File: src/rtl/mul_seq_pkg.sv
// mul_seq_pkg: shared operand bundle and width for the sequential multiplier
package mul_seq_pkg;
  localparam int MUL_WIDTH = 32;
  typedef struct packed {
    logic                 en;
    logic                 signed_en;
    logic [MUL_WIDTH-1:0] opA;
    logic [MUL_WIDTH-1:0] opB;
  } MUL_input_t;
endpackage

File: src/rtl/mul_seq_if.sv
// mul_seq_if: execute-stage request/response bundle for the multiplier
interface mul_seq_if;
  import mul_seq_pkg::*;
  MUL_input_t                 in;
  logic                       flush;
  logic                       mul_halt;
  logic                       done;
  logic [2*MUL_WIDTH-1:0]     c;
  modport master (output in, flush, input mul_halt, done, c);
  modport slave (input in, flush, output mul_halt, done, c);
endinterface

File: src/rtl/mul_seq.sv
// mul_seq: multicycle shift-add 32x32->64 multiplier (MULT/MULTU), stalls the pipe while iterating
module mul_seq
  import mul_seq_pkg::*;
#(
  parameter int WIDTH = MUL_WIDTH
) (
  input logic      clk,
  input logic      reset,
  mul_seq_if.slave bus
);
  localparam int P  = 2 * WIDTH;
  localparam int CW = $clog2(WIDTH + 1);
  typedef enum logic [1:0] {IDLE, BUSY, DONE} state_t;
  state_t          state_q, state_d;
  logic [CW-1:0]   count_q, count_d;
  logic [P-1:0]    acc_q, acc_d, mcand_q, mcand_d, c_q, c_d;
  logic [WIDTH-1:0] mplier_q, mplier_d;
  logic            neg_q, neg_d, done_q, done_d;
  function automatic logic [WIDTH-1:0] abs_w(input logic [WIDTH-1:0] v, input logic s);
    return (s && v[WIDTH-1]) ? ~v + WIDTH'(1) : v;
  endfunction
  always_comb begin
    state_d  = state_q;
    count_d  = count_q;
    acc_d    = acc_q;
    mcand_d  = mcand_q;
    mplier_d = mplier_q;
    neg_d    = neg_q;
    c_d      = c_q;
    done_d   = 1'b0;
    if (bus.flush) state_d = IDLE;
    else
      case (state_q)
        IDLE:
          if (bus.in.en) begin
            state_d  = BUSY;
            mcand_d  = {{WIDTH{1'b0}}, abs_w(bus.in.opA, bus.in.signed_en)};
            mplier_d = abs_w(bus.in.opB, bus.in.signed_en);
            neg_d    = bus.in.signed_en & (bus.in.opA[WIDTH-1] ^ bus.in.opB[WIDTH-1]);
            acc_d    = '0;
            count_d  = CW'(WIDTH);
          end
        BUSY: begin
          acc_d    = mplier_q[0] ? acc_q + mcand_q : acc_q;
          mcand_d  = mcand_q << 1;
          mplier_d = mplier_q >> 1;
          count_d  = count_q - CW'(1);
          state_d  = (count_q == CW'(1)) ? DONE : BUSY;
        end
        DONE: begin
          c_d     = neg_q ? ~acc_q + P'(1) : acc_q;
          done_d  = 1'b1;
          state_d = IDLE;
        end
        default: state_d = IDLE;
      endcase
  end
  always_ff @(posedge clk or posedge reset)
    if (reset) begin
      state_q  <= IDLE;
      count_q  <= '0;
      acc_q    <= '0;
      mcand_q  <= '0;
      mplier_q <= '0;
      neg_q    <= 1'b0;
      c_q      <= '0;
      done_q   <= 1'b0;
    end else begin
      state_q  <= state_d;
      count_q  <= count_d;
      acc_q    <= acc_d;
      mcand_q  <= mcand_d;
      mplier_q <= mplier_d;
      neg_q    <= neg_d;
      c_q      <= c_d;
      done_q   <= done_d;
    end
  // DONE still stalls so the consumer only advances once c/done are registered
  assign bus.mul_halt = !reset && !bus.flush && (state_d != IDLE || state_q == DONE);
  assign bus.done     = done_q;
  assign bus.c        = c_q;
endmodule

File: src/flat_wrapper.sv
// flat-port wrapper written by rule: the top's interface ports become plain ports
module mul_seq_flat import mul_seq_pkg::*;
#(
  parameter int WIDTH = MUL_WIDTH
)
  (clk, reset, bus_in, bus_flush, bus_mul_halt, bus_done, bus_c);
  mul_seq_if bus_i ();
  input logic clk;
  input logic reset;
  input wire logic [$bits(bus_i.in)-1:0] bus_in;
  input wire logic [$bits(bus_i.flush)-1:0] bus_flush;
  output wire logic [$bits(bus_i.mul_halt)-1:0] bus_mul_halt;
  output wire logic [$bits(bus_i.done)-1:0] bus_done;
  output wire logic [$bits(bus_i.c)-1:0] bus_c;
  assign bus_i.in = bus_in;
  assign bus_i.flush = bus_flush;
  assign bus_mul_halt = bus_i.mul_halt;
  assign bus_done = bus_i.done;
  assign bus_c = bus_i.c;
  mul_seq #(.WIDTH(WIDTH)) u_core (.clk(clk), .reset(reset), .bus(bus_i));
endmodule
File: config.mk
export PLATFORM = sky130hd
export DESIGN_NAME = mul_seq_flat
export DESIGN_NICKNAME = d
export VERILOG_FILES = /design/src/rtl/mul_seq_pkg.sv /design/src/rtl/mul_seq_if.sv /design/src/rtl/mul_seq.sv /design/src/flat_wrapper.sv
export SDC_FILE = /design/constraint.sdc
export NUM_CORES = 1
export LEC_CHECK = 0
export ABC_AREA = 1
export BUFFER_PORTS_ARGS = -buffer_cell sky130_fd_sc_hd__buf_2
export CAP_MARGIN = 20
export CORE_MARGIN = 5
export CORE_UTILIZATION = 45
export CTS_CLUSTER_DIAMETER = 100
export DETAILED_ROUTE_END_ITERATION = 10
export PLACE_DENSITY = 0.6
export SKIP_CTS_REPAIR_TIMING = 1
export SLEW_MARGIN = 20
export SYNTH_ARGS = -nofsm -noshare
export SYNTH_HDL_FRONTEND = slang
export SYNTH_SLANG_ARGS = --single-unit
export TNS_END_PERCENT = 20
File: constraint.sdc
create_clock -name clk -period 20.1 [get_ports clk]
set_input_delay 1.005 -clock clk [delete_from_list [all_inputs] [get_ports clk]]
set_output_delay 1.005 -clock clk [all_outputs]
set_load 0.02 [all_outputs]
==> key figures, run 1 <==
Setup path
  – Reg2reg path depth: 9
  – Worst EP arrival: 5030 ps
  – R2R Setup Slk: 15,540 ps
  – Crit path kind: reg -> reg
  – CP Buf/Inv Count: 4
  – Crit-path slowest cell: nand2_1
  – CP max stage delay: 870 ps
  – Family with the most delay on the worst path: buffers and inverters
  – WP data required: 20,570 ps
  – Element type at the critical path end: register
  – Crit-path cells: nand2_2 > buf_4 > nor2_4 > nand2_1 > inv_2 > nor2_4 > buf_4 > inv_2 > o22ai_1
  – Worst R2R End: u_core.acc_q[3]
  – Critical Path Fanout Max: 79
  – CP startpoint kind: register
  – Worst R2R Start: u_core.state_q[0]

STA
  – Endpoints failing hold: 0
  – RSZ-0062 raised after global routing: false
  – Fin crit period: 4560 ps
  – Slew margin rel.: 0.223
  – Slew @ Worst Pin: 1160 ps
  – Final Skew: 21.3 ps
  – Total negative slack: 0 ps
  – Period utilisation layout: 0.227
  – Slew Limit Fails: 0
  – Max frequency: 219 MHz
  – Setup violators final: 0

Synth
  – Netlist cell types: 47
  – Synth Warn #: 0
  – Yosys reg bits: 234
  – Top_reg_cell synth: dfrtp_1
  – EDFF count, synth: 0
  – Most common cell in the synthesized netlist: nand2_1
  – Asr flop ratio synth: 1.00
  – Synth top cells by count: nand2_1 (1,117), inv_1 (467), nor2_1 (322)
  – Syn Area/Cell: 6.06 um^2
  – Ranking of synthesized cells by area: dfrtp_1 (32%), nand2_1 (23%), inv_1 (9.5%)
  – Syn Inst Count: 3,049
  – Synth Cell Area: 0.0185 mm^2
  – Synth top area share: 0.317
  – Post-Synthesis Net Count: 3,187
  – Synth area leader: dfrtp_1
  – Sequential fraction of the synthesis area: 0.317

Final layout
  – Diode count: 0
  – Area growth syn-to-layout: 11.4%
  – Reg area: 0.00586 mm^2
  – Layout cells sized above 1: 0.0742
  – Layout Nets: 3,289
  – Layout fillers: 4,369
  – Area of the multi-input gates: 0.0105 mm^2

Floorplan
  – Io pins: 135
  – Cell row count: 74
  – Initial core utilization: 0.454
  – Die W: 213 um
  – Core Area: 0.0407 mm^2
  – Die area: 0.0452 mm^2
  – Die H: 213 um

Placement
  – Dpl hpwl: 49.4 mm
  – Routability cong.: 1.00
  – Number of buffers added on ports: 134

GRT
  – Number of global-route vias before repair: 18,000
  – Global Route Usage Sum: 0.273
  – Grt peak-use layer: met2
  – Initial antenna violation count: 2
  – Met3 GRT Util: 0.0383
  – First-pass GRT wire length: 97.7 mm
  – Largest net degree at the start of global routing: 94
  – Met2 Track Usage GR: 0.415
  – Met1 Use GR: 0.410
  – Total global routing overflow: 0

CTS
  – CTS tree: yes
  – Clock latency at the later pin of the worst-skew pair: 570 ps
  – Clock Path Buffers: 3
  – Clock slew at reported path FFs: 60 ps
  – H-tree levels: 1
  – Clk sink count: 234
  – Root Buffer: clkbuf_16
  – Total CTS buffers: 29

Route
  – Remaining DRCs: 0
  – Initial drt markers: 1,503
  – Vias/cell: 5.21
  – Post-Route WL: 62.3 mm
  – ANT nets after route: 0
  – DR vias: 19,300
  – Avg WL per Cell: 16.8 um
  – Initial DRT Pass Iterations: 5

Worst hold path
  – HP Start: u_core.mplier_q[27]
  – Hold Path Stages: 2
  – Hold WC Path Type: reg -> reg
  – Worst Hold Path EP: u_core.mplier_q[27]

Power and ir drop
  – VDD IR max: 0.0641 mV
  – PD cells: 101 mW/mm^2
  – Leak Pwr: 11.5 nW
  – Final Power: 2.09 mW

Job
  – Max_cap viols: 0

Status
  – Status: complete, no violations
power by group:
group	total, mW	internal [mW]	switching [mW]	leakage [nW]
clock network	0.553	0.340	0.213	0.489
registers	0.667	0.556	0.110	3.06
logic	0.867	0.265	0.602	7.92
layout make-up:
class,count,area share
flip-flops and latches,234,0.284
well taps,532,0.0323
repair buffers,143,0.0360
inverters,491,0.0899
multi-input cells,2252,0.510
clock buffers,37,0.0386
clock inverters,12,0.00899
metrics by stage:
| stage | utilization | cells | worst slack [ps] | cell area, um^2 | hold slack [ps] |
|---|---|---|---|---|---|
| global placement | 0.481 | 3652 | 15670 | 19600 | 459 |
| global route | 0.506 | 3701 | 15280 | 20600 | 491 |
| floorplan | - | 3049 | 12680 | 18500 | 444 |
| detailed placement | 0.481 | 3652 | 15610 | 19600 | 461 |
| finish | 0.506 | 3701 | 15540 | 20600 | 473 |
| CTS | 0.505 | 3701 | 15540 | 20600 | 476 |
sequential cells by signal, summed over array words and instances (netlist names):
name	cells
u_core.count_q	6
u_core.bus.c	64
u_core.mcand_q	64
u_core.bus.done	1
u_core.acc_q	64
u_core.mplier_q	32
u_core.neg_q	1
u_core.state_q	2
cells in the final DEF, fill, tap and decap left out, types with 7 or more instances in the layout:
cell,n
nor2_1,322
inv_1,466
clkbuf_16,29
buf_2,134
nor3_1,29
dfrtp_1,233
a21oi_1,135
inv_2,20
nand2_1,1116
nand3_1,195
o22ai_1,39
clkinv_2,8
o211ai_1,22
ha_1,68
nand4_1,23
xor2_1,38
o21ai_1,76
buf_4,8
xnor2_1,7
o21ai_0,108
nand3b_1,7
worst reg2reg max path, stage by stage, from the launching register on:
cell     delay [ps]
dfrtp_1         410
nand2_2          80
buf_4           620
nor2_4          100
nand2_1         870
inv_2           690
nor2_4          790
buf_4           430
inv_2           260
o22ai_1         220
worst max path at each step:
stage / from / endpoint / slack, ps / cells after the start
3_3_place_gp: u_core.state_q[0] / u_core.acc_q[3] / 15670 / 9
3_5_place_dp: u_core.state_q[0] / u_core.acc_q[3] / 15610 / 9
4_1_cts: u_core.state_q[0] / bus_mul_halt / 15540 / 8
2_1_floorplan: reset / u_core.acc_q[0] / 12680 / 1
5_1_grt: u_core.state_q[0] / bus_mul_halt / 15280 / 8
6_report: u_core.state_q[0] / u_core.acc_q[3] / 15540 / 9
cell families after synthesis:
family	count (synthesis)	synth area share
AO/OA/AOI/OAI	408	0.120
XOR/XNOR	45	0.0213
adder cells (fa/ha/maj)	69	0.0471
buffers and inverters	563	0.116
flip-flops	234	0.317
AND/OR/NAND/NOR	1730	0.379
per-layer routing:
layer | up-vias | wire (um)
li1 | 9764 | -
met1 | 8904 | 30100
met2 | 539 | 26400
met3 | 89 | 4150
met4 | 2 | 1650
met5 | - | 13
(Power assumes the default switching activity.)
==> inputs of run 2 (changes only) <==
- ABC_AREA: 1 -> 0
- PLACE_DENSITY: 0.6 -> 0.63
- clock period: 20.1 -> 3.7 ns (I/O delays scaled with it)
==> run 2 against run 1 <==
Effect of this change: non-clock buffer count grew 32; worst setup slack lost 15000 ps; synthesized area shrank 16%; sequential share of layout area grew 4.5 points; fmax grew 29%; clock skew shrank 10 ps; worst hold slack lost 470 ps; first-iteration DRC count shrank 47%; global-route usage shrank 5.1 points; synthesized cell count shrank 39%; combinational power grew to 4.3 times the previous value; critical endpoint is now u_core.bus.c[63]; largest cell class unchanged.
==> key figures, run 2 <==
Status
  – Status: complete, no violations (unchanged)

CTS
  – Total CTS buffers: 28 (was 29)
  – Root Buffer: clkbuf_16 (unchanged)
  – CTS tree: yes (unchanged)
  – Clock latency at the later pin of the worst-skew pair: 540 ps (was 570 ps)
  – Clk sink count: 234 (unchanged)
  – Clock Path Buffers: 3 (unchanged)
  – H-tree levels: 1 (unchanged)
  – Clock slew at reported path FFs: 60 ps (about the same)

Setup path
  – Reg2reg path depth: 9 (unchanged)
  – Worst EP arrival: 3930 ps (was 5030 ps)
  – CP Buf/Inv Count: 0 (was 4)
  – Family with the most delay on the worst path: simple AND/OR/NAND/NOR gates (was buffers and inverters)
  – Crit path kind: reg -> reg (unchanged)
  – WP data required: 4100 ps (was 20,570 ps)
  – CP max stage delay: 600 ps (was 870 ps)
  – Element type at the critical path end: register (unchanged)
  – Stages on the worst setup path: 9 (unchanged)
  – Crit-path cells: or4_1 > nor4_1 > nor4b_1 > nand4bb_1 > or4_4 > or2_4 > o41ai_4 > xor2_1 > a21oi_1 (was nand2_2 > buf_4 > nor2_4 > nand2_1 > inv_2 > nor2_4 > buf_4 > inv_2 > o22ai_1)
  – Critical Path Fanout Max: 7 (was 79)
  – CP startpoint kind: register (unchanged)
  – Crit-path slowest cell: or4_1 (was nand2_1)

Final layout
  – Most frequent cells in the layout: dfrtp_1 (233), a21oi_1 (214), o21ai_0 (203), nor2_1 (178), nand2_1 (152) (was nand2_1 (1,116), inv_1 (466), nor2_1 (322), dfrtp_1 (233), nand3_1 (195))
  – Core Util, Final: 0.517 (was 0.506)
  – Diode count: 0 (unchanged)
  – Area of the multi-input gates: 0.00923 mm^2 (was 0.0105 mm^2)
  – Layout fillers: 3,347 (was 4,369)
  – Most common cell after layout, fill and taps aside: dfrtp_1 (was nand2_1)
  – Reg area: 0.00586 mm^2 (about the same)
  – Area growth syn-to-layout: 13.9% (was 11.4%)
  – Post-Layout Cell Count: 2,427 (was 3,701)
  – Layout cells sized above 1: 0.123 (was 0.0742)
  – Final design instance area without fill: 0.0178 mm^2 (was 0.0206 mm^2)
  – Layout Nets: 2,090 (was 3,289)

STA
  – RSZ-0062 raised after global routing: false (unchanged)
  – Endpoints failing hold: 0 (unchanged)
  – Slew margin rel.: 0.375 (was 0.223)
  – Period utilisation layout: 0.953 (was 0.227)
  – Slew Limit Fails: 0 (unchanged)
  – Final Skew: 11.3 ps (was 21.3 ps)
  – Fin crit period: 3530 ps (was 4560 ps)
  – Slew @ Worst Pin: 935 ps (was 1160 ps)
  – Max frequency: 284 MHz (was 219 MHz)
  – Setup violators final: 0 (unchanged)

Synth
  – Syn Area/Cell: 8.36 um^2 (was 6.06 um^2)
  – Yosys reg bits: 234 (unchanged)
  – Syn Inst Count: 1,866 (was 3,049)
  – Post-Synthesis Net Count: 2,004 (was 3,187)
  – Ranking of synthesized cells by area: dfrtp_1 (38%), a21oi_1 (6.9%), xor2_1 (6.8%) (was dfrtp_1 (32%), nand2_1 (23%), inv_1 (9.5%))
  – Asr flop ratio synth: 1.00 (unchanged)
  – Synth Cell Area: 0.0156 mm^2 (was 0.0185 mm^2)
  – Top_reg_cell synth: dfrtp_1 (unchanged)
  – EDFF count, synth: 0 (unchanged)
  – Synth top cells by count: dfrtp_1 (234), a21oi_1 (215), o21ai_0 (205) (was nand2_1 (1,117), inv_1 (467), nor2_1 (322))
  – Netlist cell types: 69 (was 47)
  – Synth Warn #: 0 (unchanged)
  – Synth top area share: 0.375 (was 0.317)
  – Sequential fraction of the synthesis area: 0.375 (was 0.317)
  – Most common cell in the synthesized netlist: dfrtp_1 (was nand2_1)
  – Synth area leader: dfrtp_1 (unchanged)

Placement
  – Routability cong.: 0.941 (was 1.00)
  – Dpl hpwl: 31.9 mm (was 49.4 mm)
  – Placed Area: 0.0168 mm^2 (was 0.0196 mm^2)
  – Placed Instances: 2,371 (was 3,652)
  – Number of buffers added on ports: 134 (unchanged)

Power and ir drop
  – PD cells: 570 mW/mm^2 (was 101 mW/mm^2)
  – Final Power: 10.1 mW (was 2.09 mW)
  – VDD IR max: 0.334 mV (was 0.0641 mV)
  – Leak Pwr: 8.30 nW (was 11.5 nW)

Floorplan
  – Cell row count: 68 (was 74)
  – Die W: 196 um (was 213 um)
  – Io pins: 135 (unchanged)
  – Initial core utilization: 0.454 (about the same)
  – Core Area: 0.0344 mm^2 (was 0.0407 mm^2)
  – Die H: 196 um (was 213 um)
  – Die area: 0.0385 mm^2 (was 0.0452 mm^2)

Worst hold path
  – Hold WC Path Type: in -> reg (was reg -> reg)
  – Hold Path Stages: 4 (was 2)

Route
  – DR vias: 14,000 (was 19,300)
  – Post-Route WL: 43.4 mm (was 62.3 mm)
  – Avg WL per Cell: 17.9 um (was 16.8 um)
  – Remaining DRCs: 0 (unchanged)
  – Initial DRT Pass Iterations: 5 (unchanged)
  – Initial drt markers: 799 (was 1,503)
  – Vias/cell: 5.76 (was 5.21)
  – ANT nets after route: 0 (unchanged)

GRT
  – Total global routing overflow: 0 (unchanged)
  – Number of global-route vias before repair: 13,400 (was 18,000)
  – First-pass GRT wire length: 71.6 mm (was 97.7 mm)
  – Global Route Usage Sum: 0.221 (was 0.273)
  – Largest net degree at the start of global routing: 129 (was 94)
  – Initial antenna violation count: 0 (was 2)

Job
  – Max_cap viols: 0 (unchanged)
-- run 2: changes by cell type after synthesis, moves of 52 or more --
cell	change
o21ai_0	+97
o21ai_1	-76
nand2_1	-964
a21o_1	+52
nor2_1	-143
nand3_1	-122
clkbuf_1	+60
inv_1	-437
a21oi_1	+80
xor2_1	+83
-- run 2: cell families (layout without fill, tap and decap cells) --
kind of cell | Yosys count | count (layout) | synth area share
muxes | 6 | 6 | 0.00393
and+or+nand+nor | 583 | 583 | 0.178
adders and majority gates | 69 | 69 | 0.0558
xor gates and xnor gates | 164 | 164 | 0.0921
DFF | 234 | 234 | 0.375
buffers and inverters | 149 | 255 | 0.0364
AOI/OAI and AO/OA | 661 | 661 | 0.258
-- run 2: metrics by stage --
stage / TNS (ps) / setup slack, ps / hold slack [ps]
after floorplan: 0 / 423 / 298
after global placement: 0 / 140 / 402
after detailed placement: -13.7 / -13.7 / 414
after CTS: -11.0 / -11.0 / -172
after global routing: 0 / 18.2 / 36.7
final: 0 / 174 / 7.41
-- run 2: worst register-to-register path, delay by kind of cell, from the launching register on --
kind            cells  cell delay [ps]
xor+xnor            1              170
compound gates      2              290
simple gates        6             2450
flops               1              470
-- run 2: path summary, 6_finish.rpt --
path / start / slack, ps / endpoint
worst min-delay path: bus_in[30] / 7 / u_core.mplier_q[31]
max in group asynchronous: reset / 2450 / u_core.bus.c[31]
worst max register to register: u_core.acc_q[31] / 170 / u_core.bus.c[63]
min in group asynchronous: reset / 380 / u_core.state_q[0]
worst max-delay path: u_core.acc_q[31] / 170 / u_core.bus.c[63]
worst min register to register: u_core.mplier_q[2] / 480 / u_core.mplier_q[2]
-- run 2: layer usage --
layer,wire [um],global-route usage,vias to the layer above
met5,0,0,-
met4,709,0.0440,0
met3,2560,0.0313,47
met2,18700,0.336,364
met1,21400,0.339,6645
li1,-,-,6932
-- run 2: where the power goes --
group	leakage, nW	internal [mW]	switching [mW]	total (mW)
sequential	3.13	3.11	0.498	3.61
combinational	4.72	1.41	2.32	3.73
clock	0.449	1.69	1.10	2.79
-- run 2: area by class of cell --
class                   count  share of cell area
clock inverters             8             0.00570
inverters                  30             0.00655
multi-input cells        1483               0.519
well taps                 455              0.0320
flip-flops and latches    234               0.330
clock buffers              42              0.0469
repair buffers            175              0.0601
